--- src/rtl/logicop_pkg.sv ---
// Shared types and constants for the logicop_pipe slice.
// Holds the operation encoding and the accepted-beat counter width.
package logicop_pkg;

  // Operation select encoding carried on the 3-bit op port.
  typedef enum logic [2:0] {
    OP_AND   = 3'd0,
    OP_OR    = 3'd1,
    OP_XOR   = 3'd2,
    OP_NAND  = 3'd3,
    OP_NOR   = 3'd4,
    OP_XNOR  = 3'd5,
    OP_ANDN  = 3'd6,
    OP_PASSA = 3'd7
  } logicop_e;

  // Width of the accepted-beat counter and its saturation value.
  localparam int OP_COUNT_W = 16;
  localparam logic [OP_COUNT_W-1:0] OP_COUNT_MAX = 16'hFFFF;

endpackage

--- src/rtl/logicop_core.sv ---
// Combinational bitwise operation selector feeding stage 0 of logicop_pipe.
module logicop_core
  import logicop_pkg::*;
#(
  parameter int WIDTH = 8
) (
  input  logic [WIDTH-1:0] a,
  input  logic [WIDTH-1:0] b,
  input  logic [2:0]       op,
  output logic [WIDTH-1:0] y
);

  // Select the bitwise function of a and b named by op.
  always_comb begin
    y = '0;
    case (logicop_e'(op))
      OP_AND:   y = a & b;
      OP_OR:    y = a | b;
      OP_XOR:   y = a ^ b;
      OP_NAND:  y = ~(a & b);
      OP_NOR:   y = ~(a | b);
      OP_XNOR:  y = ~(a ^ b);
      OP_ANDN:  y = a & ~b;
      OP_PASSA: y = a;
      default:  y = a;
    endcase
  end

endmodule

--- src/rtl/logicop_pipe.sv ---
// Valid/ready pipelined bitwise logic unit.
// The result is computed once at acceptance and carried through STAGES
// valid-tagged registers together with its zero flag.
// Optional feature macro: LOGICOP_PIPE_REDUCE_EN adds out_parity (^out) and
// out_ones (&out), pipelined alongside out.
module logicop_pipe
  import logicop_pkg::*;
#(
  parameter int WIDTH  = 8,
  parameter int STAGES = 2
) (
  input  logic                  clk,
  input  logic                  rst,
  input  logic                  in_valid,
  output logic                  in_ready,
  input  logic [WIDTH-1:0]      a,
  input  logic [WIDTH-1:0]      b,
  input  logic [2:0]            op,
  output logic                  out_valid,
  input  logic                  out_ready,
  output logic [WIDTH-1:0]      out,
  output logic                  out_zero,
  output logic [OP_COUNT_W-1:0] op_count
`ifdef LOGICOP_PIPE_REDUCE_EN
  , output logic                out_parity
  , output logic                out_ones
`endif
);

`ifdef LOGICOP_PIPE_REDUCE_EN
  // Even/odd parity of a result word.
  function automatic logic parity_f(input logic [WIDTH-1:0] v);
    parity_f = ^v;
  endfunction

  // All-ones detection of a result word.
  function automatic logic ones_f(input logic [WIDTH-1:0] v);
    ones_f = &v;
  endfunction
`endif

  logic [WIDTH-1:0]      core_y_s;
  logic                  accept_s;
  logic                  ready_chain_s;
  logic [STAGES-1:0]     load_s;
  logic [STAGES-1:0]     up_v_s;
  logic [WIDTH-1:0]      up_d_s [STAGES];
  logic [STAGES-1:0]     up_z_s;
  logic [STAGES-1:0]     stage_v_r;
  logic [WIDTH-1:0]      stage_d_r [STAGES];
  logic [STAGES-1:0]     stage_z_r;
  logic [OP_COUNT_W-1:0] op_count_r;
`ifdef LOGICOP_PIPE_REDUCE_EN
  logic [STAGES-1:0]     up_p_s;
  logic [STAGES-1:0]     up_o_s;
  logic [STAGES-1:0]     stage_p_r;
  logic [STAGES-1:0]     stage_o_r;
`endif

  logicop_core #(
    .WIDTH (WIDTH)
  ) u_core (
    .a  (a),
    .b  (b),
    .op (op),
    .y  (core_y_s)
  );

  // Load enables: a stage loads when it, or any stage after it, has room,
  // or when the consumer is taking the last stage this cycle.
  always_comb begin
    ready_chain_s = out_ready;
    load_s        = '0;
    for (int i = STAGES - 1; i >= 0; i--) begin
      ready_chain_s = ready_chain_s | ~stage_v_r[i];
      load_s[i]     = ready_chain_s;
    end
  end

  assign in_ready = load_s[0] & ~rst;
  assign accept_s = in_valid & in_ready;

  // Upstream view of each stage: the core for stage 0, the previous stage otherwise.
  always_comb begin
    up_v_s    = '0;
    up_z_s    = '0;
    up_v_s[0] = in_valid;
    up_d_s[0] = core_y_s;
    up_z_s[0] = (core_y_s == '0);
`ifdef LOGICOP_PIPE_REDUCE_EN
    up_p_s    = '0;
    up_o_s    = '0;
    up_p_s[0] = parity_f(core_y_s);
    up_o_s[0] = ones_f(core_y_s);
`endif
    for (int i = 1; i < STAGES; i++) begin
      up_v_s[i] = stage_v_r[i-1];
      up_d_s[i] = stage_d_r[i-1];
      up_z_s[i] = stage_z_r[i-1];
`ifdef LOGICOP_PIPE_REDUCE_EN
      up_p_s[i] = stage_p_r[i-1];
      up_o_s[i] = stage_o_r[i-1];
`endif
    end
  end

  // Pipeline stages; payload only moves when a valid beat moves, so a
  // stalled or emptied stage keeps its last word.
  always_ff @(posedge clk) begin
    if (rst) begin
      stage_v_r <= '0;
      stage_z_r <= '0;
`ifdef LOGICOP_PIPE_REDUCE_EN
      stage_p_r <= '0;
      stage_o_r <= '0;
`endif
      for (int i = 0; i < STAGES; i++) begin
        stage_d_r[i] <= '0;
      end
    end else begin
      for (int i = 0; i < STAGES; i++) begin
        if (load_s[i]) begin
          stage_v_r[i] <= up_v_s[i];
          if (up_v_s[i]) begin
            stage_d_r[i] <= up_d_s[i];
            stage_z_r[i] <= up_z_s[i];
`ifdef LOGICOP_PIPE_REDUCE_EN
            stage_p_r[i] <= up_p_s[i];
            stage_o_r[i] <= up_o_s[i];
`endif
          end
        end
      end
    end
  end

  // Accepted-beat counter, saturating at its maximum rather than wrapping.
  always_ff @(posedge clk) begin
    if (rst) begin
      op_count_r <= '0;
    end else if (accept_s && (op_count_r != OP_COUNT_MAX)) begin
      op_count_r <= op_count_r + 16'd1;
    end else begin
      op_count_r <= op_count_r;
    end
  end

  assign out_valid = stage_v_r[STAGES-1];
  assign out       = stage_d_r[STAGES-1];
  assign out_zero  = stage_z_r[STAGES-1];
  assign op_count  = op_count_r;
`ifdef LOGICOP_PIPE_REDUCE_EN
  assign out_parity = stage_p_r[STAGES-1];
  assign out_ones   = stage_o_r[STAGES-1];
`endif

endmodule

--- config.mk ---
export PLATFORM = sky130hd
export DESIGN_NAME = logicop_pipe
export DESIGN_NICKNAME = d
export VERILOG_FILES = /design/src/rtl/logicop_pkg.sv /design/src/rtl/logicop_core.sv /design/src/rtl/logicop_pipe.sv
export SDC_FILE = /design/constraint.sdc
export NUM_CORES = 1
export LEC_CHECK = 0
export ABC_CLOCK_PERIOD_IN_PS = 1900
export CORE_ASPECT_RATIO = 1.25
export CORE_MARGIN = 5
export CORE_UTILIZATION = 48
export CTS_BUF_LIST = sky130_fd_sc_hd__clkbuf_16
export DETAILED_ROUTE_END_ITERATION = 8
export MAX_ROUTING_LAYER = met4
export PLACE_DENSITY_LB_ADDON = 0.15
export REMOVE_ABC_BUFFERS = 1
export SYNTH_ARGS = -nofsm -noshare
export SYNTH_HDL_FRONTEND = slang
export SYNTH_SLANG_ARGS = --single-unit
--- constraint.sdc ---
create_clock -name clk -period 1.9 [get_ports clk]
set_clock_uncertainty 0.2 [all_clocks]
set_input_delay 0.285 -clock clk [delete_from_list [all_inputs] [get_ports clk]]
set_output_delay 0.285 -clock clk [all_outputs]
set_load 0.02 [all_outputs]
==> summary.txt <==
STA
  • Final Setup Violations: 2
  • Unrepaired setup endpoints after global routing: yes
  • Final Hold Vio Count: 0
  • Max Slew Vio Count: 0
  • Slew margin rel.: 76.7%
  • F_max: 0.513 GHz
  • Period minus WS final: 1.95 ns
  • Worst-margin pin slew: 0.348 ns
  • Final Cycle Share: 103%
  • Final worst slack: -0.0500 ns

Global routing
  • Number of global-route vias before repair: 2342
  • Largest net degree at the start of global routing: 17
  • First-pass GRT wire length: 10400 um
  • Grt ovf: 0
  • Total track usage: 18.2%
  • Antenna violations before repair: 0

Run
  • Max_cap viols: 0

Worst setup path
  • Crit-path max FO: 2
  • CP max-delay cell: ha_4
  • Worst-path cell chain: dlygate4sd2_1, inv_1, ha_4, buf_4, buf_4, nor2_1, a32oi_1, a21boi_2, buf_4, o21a_1
  • WP data arrival: 1.78 ns
  • CP most frequent cell: buf_4
  • CP Data Required Time: 1.73 ns
  • CP Capture Type: flip-flop
  • Worst path bufs/invs: 5
  • Critical Path Source Type: input pin
  • Crit-path leading delay family: buffers and inverters
  • Kind of critical path: in2reg
  • Max stage delay on crit path: 0.27 ns

Synth
  • Synth Instances: 284
  • Yosys warns: 0
  • Mapped cell area: 2700 sq um
  • Ys flop type: dfxtp_1
  • FF+latch count, synth: 36
  • Cell taking the most area after synthesis: edfxtp_1
  • Post-synthesis sequential area ratio: 32.6%
  • Asr flop ratio synth: 0%
  • Synth top area share: 17.8%
  • Syn Area/Cell: 9.52 sq um
  • EDFF count, synth: 16
  • Yosys cell types: 62
  • Area contributors post-synth: edfxtp_1, dfxtp_1, ha_1, mux2i_1, inv_1

Route
  • Post-route antenna net violation count: 0
  • Wire length per cell: 15.0 um
  • Vias/cell: 5.49
  • Vias: 2459
  • 1st-pass router iterations: 4
  • Remaining DRCs: 0
  • Routed wire length: 6700 um
  • Initial drt markers: 138

Floorplanning
  • Die Y: 93.9 um
  • Die area: 7240 sq um
  • Initial Util: 49.7%
  • IO Count: 50
  • Core Region: 5440 sq um
  • Die width: 77.1 um
  • Row cnt: 30

Final layout
  • Nets: 431
  • Finished Layout Cells: 448
  • Final core occ: 75.5%
  • Layout cell share with drive strength beyond 1: 35.2%
  • Most common cell after layout, fill and taps aside: buf_4
  • Most frequent cells in the layout: buf_4, clkdlybuf4s50_1, nor2_1
  • # diodes: 0
  • Area grow syn2layout: 52.0%

Clocking
  • CTS Buffer Depth: 2
  • CTS tree: yes
  • Hold buffer count at cts: 0
  • Max H-tree Level: 2
  • Clock Sinks: 36
  • Cts bufs inserted: 5
  • Worst-Skew Late Latency: 0.28 ns
  • Clock root buffer master: clkbuf_16
  • Clock slew at reported path FFs: 0.05 ns

Hold path
  • HP Class: reg2reg

Run status
  • Failing checks: setup timing
  • Status: finished, violations left

Power and ir drop
  • Pwr Total: 2.30 mW
  • Pleak: 1.74 nW
  • VDD IR max: 0.347 mV
  • Power Dens Cells: 561 nW/um^2

Place
  • Pre-CTS setup slack: -0.577 ns
  • Final Wtd Congestion: 0.792
  • Final HPWL DP: 4570 um
  • Inst Count DP: 431
  • PortBufs: 49
-- synth_stat cells (3+ instances only) --
master	instances
a21boi_0	3
nand2b_1	7
o211ai_1	5
or3_1	3
dfxtp_1	20
buf_4	11
buf_2	6
nor2_1	26
o21a_1	6
a2111oi_2	5
nor3b_1	4
a211o_1	3
and4b_1	3
o21ai_0	3
a211oi_1	3
edfxtp_1	16
ha_1	25
nor3_1	4
inv_1	26
and2_1	13
and3_1	5
nand2_1	10
nand3_1	7
a21oi_1	5
mux2i_1	12
xnor2_1	7
-- worst register-to-register path, delay by kind of cell (launching register included) --
| family | cells | cell delay, ns |
|---|---|---|
| DFF | 1 | 0.33 |
| AOI/OAI and AO/OA | 1 | 0.28 |
| buffers and inverters | 1 | 0.16 |
| muxes | 1 | 0.17 |
| and+or+nand+nor | 3 | 0.57 |
-- logic make-up after synthesis --
logic type,count (synthesis),share of synthesized area (%)
AOI/OAI and AO/OA,52,15.8
adders and majority gates,25,11.6
xor gates and xnor gates,8,2.59
muxes,17,7.36
buffers and inverters,50,9.31
DFF,36,32.6
and+or+nand+nor,96,20.8
-- where the power goes --
group	switching (mW)	internal (mW)	total, mW
logic	0.249	0.288	0.537
registers	0.0124	0.850	0.862
clock network	0.293	0.611	0.904
total	0.555	1.75	2.30
-- final timing paths --
check	startpoint	endpoint	slack, ns	cells past startpoint
max reg2reg	op_count[9]	op_count[1]	0.10	6
max	b[3]	stage_d_r[0][3]	-0.05	10
min	stage_z_r[0]	stage_z_r[0]	0.28	1
min reg2reg	stage_z_r[0]	stage_z_r[0]	0.28	1
-- flip-flops by register name, summed over array words and instances (netlist names) --
| register | count |
|---|---|
| op_count | 16 |
| stage_d_r | 16 |
| stage_v_r | 2 |
| stage_z_r | 2 |
-- metal layers --
metal  routed length [um]  global-route usage [%]  vias up  part of all wire, %
li1                     -                       -     1209                    -
met1                 2500                    18.6     1151                   37
met5                    0                       -        -                    0
met3                  388                    3.17       26                  5.8
met4                  275                    7.88        0                  4.1
met2                 3540                    33.8       73                   53
-- stage by stage --
step	setup TNS [ns]	hold slack, ns	instance area (sq um)
global placement	-7.84	0.258	3580
detailed placement	-8.83	0.270	3580
CTS	0	0.283	3980
finish	-0.0962	0.281	4110
floorplan	0	0.154	2560
global route	-0.216	0.312	4110
-- area by class of cell --
| class | instances | area (sq um) |
|---|---|---|
| fillers | 379 | 1340 |
| clock inverters | 3 | 38.8 |
| flip-flops and latches | 36 | 882 |
| multi-input cells | 198 | 1840 |
| inverters | 28 | 105 |
| well taps | 64 | 80.1 |
| clock buffers | 5 | 125 |
| repair buffers | 114 | 1040 |
-- repair_timing --
action / CTS / global route
endpoints found under the hold margin: 0 / 0
gates resized for setup: 57 / 38
cloned: 3 / 0
endpoints found under the setup margin: 10 / 21
pin swaps: 20 / 13
buffers inserted: 3 / 3
No activity file was read; power rests on OpenSTA's default activity.
